`config.mk`:
```
export PLATFORM = sky130hd
export DESIGN_NAME = apb_master_bridge_flat
export DESIGN_NICKNAME = d
export VERILOG_FILES = /design/src/rtl/apb_master_bridge_if.sv /design/src/rtl/apb_master_bridge.sv /design/src/flat_wrapper.sv
export SDC_FILE = /design/constraint.sdc
export NUM_CORES = 1
export LEC_CHECK = 0
export CAP_MARGIN = 10
export CORE_MARGIN = 1
export CORE_UTILIZATION = 30
export CTS_BUF_LIST = sky130_fd_sc_hd__clkbuf_2 sky130_fd_sc_hd__clkbuf_4 sky130_fd_sc_hd__clkbuf_8
export DETAILED_ROUTE_END_ITERATION = 7
export GPL_ROUTABILITY_DRIVEN = 0
export PLACE_DENSITY = 0.61
export SLEW_MARGIN = 10
export SYNTH_ARGS = -nofsm -noshare
export SYNTH_HDL_FRONTEND = slang
export SYNTH_SLANG_ARGS = --single-unit
export TNS_END_PERCENT = 100
```
`constraint.sdc`:
```
create_clock -name clk -period 7.95 [get_ports clk]
set_clock_uncertainty 0.2 [all_clocks]
set_input_delay 0.795 -clock clk [delete_from_list [all_inputs] [get_ports clk]]
set_output_delay 0.795 -clock clk [all_outputs]
set_load 0.1 [all_outputs]
```
`src/rtl/apb_master_bridge_if.sv`:
```
// apb_master_bridge_if
//   Bundles the register-space request/acknowledge handshakes and the APB
//   bus of apb_master_bridge.
//   master : view of the bridge (drives rdy, ack and APB request signals)
//   slave  : view of the environment (requesters, ack sinks, APB slave)
//   Ports  : none; ADDR_W/DATA_W size the address and data fields.
interface apb_master_bridge_if #(
   parameter int ADDR_W = 16,
   parameter int DATA_W = 32
) ();
   localparam int STRB_W = DATA_W / 8;

   // read request / acknowledge
   logic [ADDR_W-1:0] rreq_addr;
   logic              rreq_vld;
   logic              rreq_rdy;
   logic [DATA_W-1:0] rack_data;
   logic              rack_err;
   logic              rack_vld;
   logic              rack_rdy;

   // write request / acknowledge
   logic [ADDR_W-1:0] wreq_addr;
   logic [DATA_W-1:0] wreq_data;
   logic [STRB_W-1:0] wreq_strb;
   logic              wreq_vld;
   logic              wreq_rdy;
   logic              wack_err;
   logic              wack_vld;
   logic              wack_rdy;

   // APB
   logic [ADDR_W-1:0] p_addr;
   logic [2:0]        p_prot;
   logic              p_sel;
   logic              p_enable;
   logic              p_write;
   logic [DATA_W-1:0] p_wdata;
   logic [STRB_W-1:0] p_strb;
   logic              p_ready;
   logic              p_slverr;
   logic [DATA_W-1:0] p_rdata;

   modport master (
      input  rreq_addr, rreq_vld, rack_rdy,
      output rreq_rdy, rack_data, rack_err, rack_vld,
      input  wreq_addr, wreq_data, wreq_strb, wreq_vld, wack_rdy,
      output wreq_rdy, wack_err, wack_vld,
      output p_addr, p_prot, p_sel, p_enable, p_write, p_wdata, p_strb,
      input  p_ready, p_slverr, p_rdata
   );

   modport slave (
      output rreq_addr, rreq_vld, rack_rdy,
      input  rreq_rdy, rack_data, rack_err, rack_vld,
      output wreq_addr, wreq_data, wreq_strb, wreq_vld, wack_rdy,
      input  wreq_rdy, wack_err, wack_vld,
      input  p_addr, p_prot, p_sel, p_enable, p_write, p_wdata, p_strb,
      output p_ready, p_slverr, p_rdata
   );
endinterface

```
`src/rtl/apb_master_bridge.sv`:
```
// apb_master_bridge
//   APB initiator: converts read (rreq/rack) and write (wreq/wack) request
//   handshakes into serialised APB transfers. Reads and writes share the bus
//   and are arbitrated round-robin; a hung transfer is ended with an error
//   after TIMEOUT ACCESS cycles (TIMEOUT=0 waits forever).
//   Ports:
//     clk  - clock, rising edge
//     rst  - asynchronous active-high reset
//     bus  - apb_master_bridge_if.master: request/ack handshakes + APB bus
module apb_master_bridge #(
   parameter int         ADDR_W  = 16,
   parameter int         DATA_W  = 32,
   parameter logic [2:0] PROT    = 3'b000,
   parameter int         TIMEOUT = 255
) (
   input  logic                clk,
   input  logic                rst,
   apb_master_bridge_if.master bus
);
   localparam int STRB_W = DATA_W / 8;
   localparam int CNT_W  = (TIMEOUT > 0) ? $clog2(TIMEOUT + 1) : 1;
   localparam logic [CNT_W-1:0] CNT_MAX  = {CNT_W{1'b1}};
   localparam logic [CNT_W-1:0] CNT_LAST = CNT_W'(TIMEOUT - 1);

   typedef enum logic [2:0] {
      IDLE   = 3'd0,
      SETUP  = 3'd1,
      ACCESS = 3'd2,
      RACK   = 3'd3,
      WACK   = 3'd4
   } state_t;

   state_t            state_reg, state_next;
   logic [ADDR_W-1:0] addr_reg;
   logic              write_reg;
   logic [DATA_W-1:0] wdata_reg;
   logic [STRB_W-1:0] strb_reg;
   logic [DATA_W-1:0] rdata_reg;
   logic              rack_err_reg;
   logic              wack_err_reg;
   logic [CNT_W-1:0]  cnt_reg;
   logic              last_was_write_reg;

   logic grant_rd;
   logic rreq_rdy_c, wreq_rdy_c;
   logic p_sel_c, p_enable_c;
   logic rack_vld_c, wack_vld_c;
   logic timeout_hit;
   logic access_done;

   // p_ready has priority: a timeout only fires on a cycle without p_ready.
   assign timeout_hit = (TIMEOUT != 0) && !bus.p_ready && (cnt_reg == CNT_LAST);
   assign access_done = bus.p_ready || timeout_hit;

   // State register. p_sel/p_enable decode straight from this register, so
   // the async reset drops them immediately.
   always_ff @(posedge clk or posedge rst) begin
      if (rst) state_reg <= IDLE;
      else     state_reg <= state_next;
   end

   // Next-state logic
   always_comb begin
      state_next = state_reg;
      case (state_reg)
         IDLE:    if (rreq_rdy_c || wreq_rdy_c) state_next = SETUP;
         SETUP:   state_next = ACCESS;
         ACCESS:  if (access_done) state_next = write_reg ? WACK : RACK;
         RACK:    if (bus.rack_rdy) state_next = IDLE;
         WACK:    if (bus.wack_rdy) state_next = IDLE;
         default: state_next = IDLE;
      endcase
   end

   // Output decode. A read is granted only if no write competes, or if the
   // previous completed transfer was a write (round-robin).
   always_comb begin
      grant_rd   = bus.rreq_vld && (!bus.wreq_vld || last_was_write_reg);
      rreq_rdy_c = 1'b0;
      wreq_rdy_c = 1'b0;
      p_sel_c    = 1'b0;
      p_enable_c = 1'b0;
      rack_vld_c = 1'b0;
      wack_vld_c = 1'b0;
      case (state_reg)
         IDLE: begin
            rreq_rdy_c = bus.rreq_vld && grant_rd;
            wreq_rdy_c = bus.wreq_vld && !grant_rd;
         end
         SETUP:   p_sel_c = 1'b1;
         ACCESS: begin
            p_sel_c    = 1'b1;
            p_enable_c = 1'b1;
         end
         RACK:    rack_vld_c = 1'b1;
         WACK:    wack_vld_c = 1'b1;
         default: ;
      endcase
   end

   // Request capture, response capture, timeout counter, arbitration history
   always_ff @(posedge clk or posedge rst) begin
      if (rst) begin
         addr_reg           <= '0;
         write_reg          <= 1'b0;
         wdata_reg          <= '0;
         strb_reg           <= '0;
         rdata_reg          <= '0;
         rack_err_reg       <= 1'b0;
         wack_err_reg       <= 1'b0;
         cnt_reg            <= '0;
         last_was_write_reg <= 1'b0;
      end else begin
         case (state_reg)
            IDLE: begin
               if (rreq_rdy_c) begin
                  addr_reg  <= bus.rreq_addr;
                  write_reg <= 1'b0;
                  wdata_reg <= '0;   // reads present zero write data/strobes
                  strb_reg  <= '0;
               end else if (wreq_rdy_c) begin
                  addr_reg  <= bus.wreq_addr;
                  write_reg <= 1'b1;
                  wdata_reg <= bus.wreq_data;
                  strb_reg  <= bus.wreq_strb;
               end
            end
            SETUP: cnt_reg <= '0;
            ACCESS: begin
               if (bus.p_ready) begin
                  if (write_reg) begin
                     wack_err_reg <= bus.p_slverr;
                  end else begin
                     rdata_reg    <= bus.p_rdata;
                     rack_err_reg <= bus.p_slverr;
                  end
               end else if (timeout_hit) begin
                  if (write_reg) begin
                     wack_err_reg <= 1'b1;
                  end else begin
                     rdata_reg    <= '0;
                     rack_err_reg <= 1'b1;
                  end
               end else if (cnt_reg != CNT_MAX) begin
                  cnt_reg <= cnt_reg + CNT_W'(1);
               end
            end
            RACK: if (bus.rack_rdy) last_was_write_reg <= 1'b0;
            WACK: if (bus.wack_rdy) last_was_write_reg <= 1'b1;
            default: ;
         endcase
      end
   end

   assign bus.rreq_rdy  = rreq_rdy_c;
   assign bus.wreq_rdy  = wreq_rdy_c;
   assign bus.rack_vld  = rack_vld_c;
   assign bus.wack_vld  = wack_vld_c;
   assign bus.rack_data = rdata_reg;
   assign bus.rack_err  = rack_err_reg;
   assign bus.wack_err  = wack_err_reg;
   assign bus.p_sel     = p_sel_c;
   assign bus.p_enable  = p_enable_c;
   assign bus.p_addr    = addr_reg;
   assign bus.p_write   = write_reg;
   assign bus.p_wdata   = wdata_reg;
   assign bus.p_strb    = strb_reg;
   assign bus.p_prot    = PROT;
endmodule

```
`src/flat_wrapper.sv`:
```
// flat-port wrapper written by rule: the top's interface ports become plain ports
module apb_master_bridge_flat 
#(
   parameter int         ADDR_W  = 16,
   parameter int         DATA_W  = 32,
   parameter logic [2:0] PROT    = 3'b000,
   parameter int         TIMEOUT = 255
)
  (clk, rst, bus_rreq_addr, bus_rreq_vld, bus_rack_rdy, bus_rreq_rdy, bus_rack_data, bus_rack_err, bus_rack_vld, bus_wreq_addr, bus_wreq_data, bus_wreq_strb, bus_wreq_vld, bus_wack_rdy, bus_wreq_rdy, bus_wack_err, bus_wack_vld, bus_p_addr, bus_p_prot, bus_p_sel, bus_p_enable, bus_p_write, bus_p_wdata, bus_p_strb, bus_p_ready, bus_p_slverr, bus_p_rdata);
  apb_master_bridge_if #(.ADDR_W(ADDR_W), .DATA_W(DATA_W)) bus_i ();
  input  logic clk;
  input  logic rst;
  input wire logic [$bits(bus_i.rreq_addr)-1:0] bus_rreq_addr;
  input wire logic [$bits(bus_i.rreq_vld)-1:0] bus_rreq_vld;
  input wire logic [$bits(bus_i.rack_rdy)-1:0] bus_rack_rdy;
  output wire logic [$bits(bus_i.rreq_rdy)-1:0] bus_rreq_rdy;
  output wire logic [$bits(bus_i.rack_data)-1:0] bus_rack_data;
  output wire logic [$bits(bus_i.rack_err)-1:0] bus_rack_err;
  output wire logic [$bits(bus_i.rack_vld)-1:0] bus_rack_vld;
  input wire logic [$bits(bus_i.wreq_addr)-1:0] bus_wreq_addr;
  input wire logic [$bits(bus_i.wreq_data)-1:0] bus_wreq_data;
  input wire logic [$bits(bus_i.wreq_strb)-1:0] bus_wreq_strb;
  input wire logic [$bits(bus_i.wreq_vld)-1:0] bus_wreq_vld;
  input wire logic [$bits(bus_i.wack_rdy)-1:0] bus_wack_rdy;
  output wire logic [$bits(bus_i.wreq_rdy)-1:0] bus_wreq_rdy;
  output wire logic [$bits(bus_i.wack_err)-1:0] bus_wack_err;
  output wire logic [$bits(bus_i.wack_vld)-1:0] bus_wack_vld;
  output wire logic [$bits(bus_i.p_addr)-1:0] bus_p_addr;
  output wire logic [$bits(bus_i.p_prot)-1:0] bus_p_prot;
  output wire logic [$bits(bus_i.p_sel)-1:0] bus_p_sel;
  output wire logic [$bits(bus_i.p_enable)-1:0] bus_p_enable;
  output wire logic [$bits(bus_i.p_write)-1:0] bus_p_write;
  output wire logic [$bits(bus_i.p_wdata)-1:0] bus_p_wdata;
  output wire logic [$bits(bus_i.p_strb)-1:0] bus_p_strb;
  input wire logic [$bits(bus_i.p_ready)-1:0] bus_p_ready;
  input wire logic [$bits(bus_i.p_slverr)-1:0] bus_p_slverr;
  input wire logic [$bits(bus_i.p_rdata)-1:0] bus_p_rdata;
  assign bus_i.rreq_addr = bus_rreq_addr;
  assign bus_i.rreq_vld = bus_rreq_vld;
  assign bus_i.rack_rdy = bus_rack_rdy;
  assign bus_rreq_rdy = bus_i.rreq_rdy;
  assign bus_rack_data = bus_i.rack_data;
  assign bus_rack_err = bus_i.rack_err;
  assign bus_rack_vld = bus_i.rack_vld;
  assign bus_i.wreq_addr = bus_wreq_addr;
  assign bus_i.wreq_data = bus_wreq_data;
  assign bus_i.wreq_strb = bus_wreq_strb;
  assign bus_i.wreq_vld = bus_wreq_vld;
  assign bus_i.wack_rdy = bus_wack_rdy;
  assign bus_wreq_rdy = bus_i.wreq_rdy;
  assign bus_wack_err = bus_i.wack_err;
  assign bus_wack_vld = bus_i.wack_vld;
  assign bus_p_addr = bus_i.p_addr;
  assign bus_p_prot = bus_i.p_prot;
  assign bus_p_sel = bus_i.p_sel;
  assign bus_p_enable = bus_i.p_enable;
  assign bus_p_write = bus_i.p_write;
  assign bus_p_wdata = bus_i.p_wdata;
  assign bus_p_strb = bus_i.p_strb;
  assign bus_i.p_ready = bus_p_ready;
  assign bus_i.p_slverr = bus_p_slverr;
  assign bus_i.p_rdata = bus_p_rdata;
  apb_master_bridge #(.ADDR_W(ADDR_W), .DATA_W(DATA_W), .PROT(PROT), .TIMEOUT(TIMEOUT)) u_core (.clk(clk), .rst(rst), .bus(bus_i));
endmodule
```
# Yosys cells after proc, flatten, opt, wreduce, memory -nomap -nowiden
# Cells that the tools add are included.
# op_classes
n_addsub,1
eq_ne,13
reduce_logical,22
mux,39
bitwise,1
# op_table
operator,count
32-bit 2-to-1 mux,6
16-bit 2-to-1 mux,2
8-bit 2-to-1 mux,3
1-bit 2-to-1 mux,18
8-bit case mux with 2 select lines,1
3-bit 2-to-1 mux,5
3-bit case mux with 5 select lines,1
3-bit AND reduction,3
8-bit by 1-bit adder with 8-bit output (second input constant),1
8-bit equality test (second input constant),1
4-bit 2-to-1 mux,2
2-bit inequality test (second input constant),4
8-bit inequality test (second input constant),1
4-bit AND reduction,2
2-bit nonzero test,4
3-bit by 2-bit equality test with 1-bit output (second input constant),2
2-bit by 1-bit inequality test with 1-bit output (second input constant),3
1-bit logical AND,4
3-bit by 1-bit equality test with 1-bit output (second input constant),1
3-bit equality test (second input constant),1
1-bit logical NOT,3
3-bit logical NOT,1
1-bit logical OR,3
1-bit case mux with 2 select lines,1
other kinds (3),3
# word_totals
output_inout_bits,96
register_bits,99

# Longest topological paths before layout
# logic_depth
ltp_word,9
ltp_mapped,8

# Worst setup path before layout
# OpenSTA, ideal clock, no wires.
# synth_timing
path_type,register to output
from,reg u_core.state_reg[2]
to,out bus_wack_vld
setup_slack_ns,4.135
n_path_buf,1
arrival_ns,2.820
required_time_ns,6.955
stages_incl_launch_ff,3
cell_sequence,dfrtp_1 buf_2 nor3b_1
# synth_between
elab_chain_cells,2
# synth_rtl
element,line_no,text
from (decl),apb_master_bridge.sv:33,"state_t state_reg, state_next;"
from (signal assigned),apb_master_bridge.sv:59,else state_reg <= state_next;
3-bit equality test,apb_master_bridge.sv:85,case (state_reg)
1-bit 2-to-1 mux,apb_master_bridge.sv:85,
to (decl),flat_wrapper.sv:27,output wire logic [$bits(bus_i.wack_vld)-1:0] bus_wack_vld;
# Every way passes these cells.

# Worst setup path in the final report
# layout_timing
from,reg u_core.state_reg[0]
to,out bus_wreq_rdy
# layout_between
elab_chain_cells,2
# layout_rtl
element,line_no,text
3-bit logical NOT,apb_master_bridge.sv:85,
1-bit 2-to-1 mux,apb_master_bridge.sv:85,
to (decl),flat_wrapper.sv:25,output wire logic [$bits(bus_i.wreq_rdy)-1:0] bus_wreq_rdy;
# Every way passes these cells.

==> results.toml <==
[synthesis]
seq_area_frac_synth_pct = 61.0
synthFlopType = "dfrtp_1"
synth_edf_count = 0
synth.distinct_cells = 42
syn_area_um2 = 4060
syn_inst = 327
ys.warnings.count = 0
postSynthAreaPerCell_um2 = 12.4
ys_seq_elements = 99
async_reset_ff_share_pct = 100

[detailed_routing]
via_count = 3333
dr.pass1.iters = 4
ant_nets = 0
wl_per_cell_um = 15.7
drc_errors = 0
drtIter0Drc = 170
totalWireLength_um = 11000
viasPerCell = 4.78

[critical_path]
crit_path_max_incr_delay_ns = 1.21
crit_family = "buffers and inverters"
end_kind = "output port"
crit_arrival_ns = 3.18
r2r_slack_ns = 5.58
cp.required_ns = 6.95
cp_slowest_cell = "clkdlybuf4s50_1"
rr_endpoint = "u_core.bus.rack_data[25]$_DFFE_PP0P_"
endpoint = "bus_wreq_rdy"
crit_fanout = 38
cp_num_cells = 4
critPathKind = "flop to output port"
r2r.worst_path.cells = 4
cp-startpoint = "u_core.state_reg[0]$_DFFE_PP0P_"
crit_chain = "nor3_1 > and3_1 > buf_4 > clkdlybuf4s50_1"
crit_buf_inv = 2
crit_path_start_kind = "flop"
rr_startpoint = "u_core.state_reg[1]$_DFFE_PP0P_"

[sta]
finalMaxSlewViolations = 0
finalSetupTns_ns = 0
finalHoldViolations = 0
fin_crit_sh_pct = 52.5
rsz0062_at_grt = "false"
final-setup-viol-count = 0
hold_ws_ns = 0.285
slew_headroom_pct = 22.1
max_slew.worst_pin.slew_ns = 1.16
period_needed_ns = 4.18
fmax_ghz = 0.239

[die]
die_y_um = 118
dieArea_um2 = 14000
coreArea_um2 = 13200
start_util_pct = 30.7
ios = 204
die_w_um = 118
std_cell_rows = 42

[grt]
grt_first_pass_wirelength_um = 17600
grt_pass1_vias = 3343
track_usage_pct = 16.0
antenna_found_initial = 0
grt_max_degree = 70
grt-ovfl-total = 0

[placed_design]
hpwl_um = 7700
port_buffers = 200

[clock_tree]
cts_root_buffer = "clkbuf_8"
cts_htree_levels = 3
post-cts-setup-buffer-count = 0
cts_hold_buffers = 0
clkSlewWorstSetupHoldPaths_ns = 0.09
clock_sinks = 99
insertion_delay_ns = 0.36
clockBufferDepth = 2
cts_tree = "built"
post_cts_resized = 0
cts_buffers = 9

[run]
drv_cap = 0

[cells_and_area]
area_delta_synth_final_pct = 56.9
drive_gt1_share_pct = 5.56
fillers = 1217
diodes = 0
fin_nets = 628

[status]
status = "finished clean"

[min_path]
worstHoldPathType = "flop to flop"
-- per-stage QoR --
step	setup slack [ns]	instance area, um2	instances	util [%]
after CTS	3.74	6370	698	48.1
after global routing	3.64	6370	698	48.1
final	3.77	6370	698	48.1
after detailed placement	3.78	6180	683	46.6
after floorplan	4.14	4070	329	-
after global placement	3.80	6180	683	46.6
-- placed cells by master, fill, tap and decap left out, drive strengths merged, types with 2 or more instances in the layout --
cell and count:
a21o 2, a21oi 10, a22o 68, and3 2, buf 4, clkbuf 10, clkdlybuf4s50 200, clkinv 2
conb 3, dfrtp 99, ha 2, inv 9, mux2i 17, nand2 26, nand2b 5, nand3 5
nor2 6, nor3 4, o21ai 23, or2 2, or3 3, xnor2 2
-- cells by family after synthesis --
group           share of synthesized area (%)
fa+ha+maj                               0.616
other cells                            0.0923
compound gates                           21.0
simple gates                             7.85
mux                                      4.19
xor+xnor                                0.431
buf+inv                                  4.80
flops                                    61.0
-- synthesized netlist by cell type (all sizes together), types with 2 or more instances --
master / instances / area share [%]
a21o: 2 / 0.37
a21oi: 10 / 1.2
a22o: 68 / 15
and3: 2 / 0.31
buf: 21 / 3.6
clkbuf: 5 / 0.46
dfrtp: 99 / 61
ha: 2 / 0.62
inv: 8 / 0.74
mux2i: 17 / 4.2
nand2: 26 / 2.4
nand2b: 5 / 0.77
nand3: 5 / 0.62
nor2: 6 / 0.62
nor3: 4 / 0.62
o21ai: 23 / 2.9
or2: 2 / 0.31
or3: 3 / 0.46
xnor2: 2 / 0.43
-- worst reg2reg max path, stage by stage (launching register included) --
cell and delay, ns:
dfrtp_1 0.53, nor2b_1 0.20, nand2b_1 0.16, nor3_4 0.91
a22o_1 0.31
-- layout make-up --
| type | instances | area (um2) | share of cell area (%) |
|---|---|---|---|
| tap | 176 | 220 | 3.45 |
| multi-input combinational | 196 | 1420 | 22.2 |
| timing repair buffer | 204 | 2030 | 31.9 |
| inverter | 8 | 32.5 | 0.510 |
| clock inverter | 5 | 63.8 | 1.00 |
| sequential | 99 | 2480 | 38.9 |
| clock buffer | 10 | 131 | 2.06 |
-- worst min-delay path by stage --
stage / cells after the start / slack (ns) / end / from
after floorplan: 1 / 0.28 / u_core.cnt_reg[4]$_DFFE_PP0P_ / u_core.cnt_reg[4]$_DFFE_PP0P_
after CTS: 2 / 0.29 / u_core.bus.p_addr[0]$_DFFE_PP0P_ / u_core.bus.p_addr[0]$_DFFE_PP0P_
after global placement: 2 / 0.27 / u_core.bus.p_addr[15]$_DFFE_PP0P_ / u_core.bus.p_addr[15]$_DFFE_PP0P_
after detailed placement: 2 / 0.27 / u_core.bus.p_addr[11]$_DFFE_PP0P_ / u_core.bus.p_addr[11]$_DFFE_PP0P_
final: 2 / 0.28 / u_core.bus.p_addr[14]$_DFFE_PP0P_ / u_core.bus.p_addr[14]$_DFFE_PP0P_
after global routing: 2 / 0.31 / u_core.bus.p_addr[11]$_DFFE_PP0P_ / u_core.bus.p_addr[11]$_DFFE_PP0P_
-- per-layer routing --
metal / share of wire, % / routed length (um) / GRT usage (%) / up-vias
met1: 44 / 4810 / 20.6 / 1599
met5: 0 / 0 / 0 / -
met2: 46 / 5090 / 25.3 / 148
met3: 7.9 / 862 / 4.58 / 16
met4: 1.8 / 201 / 6.80 / 0
li1: - / - / - / 1570
Power is not shown: default switching activity piles up to over one toggle a cycle in this logic, so the estimate is an artifact.
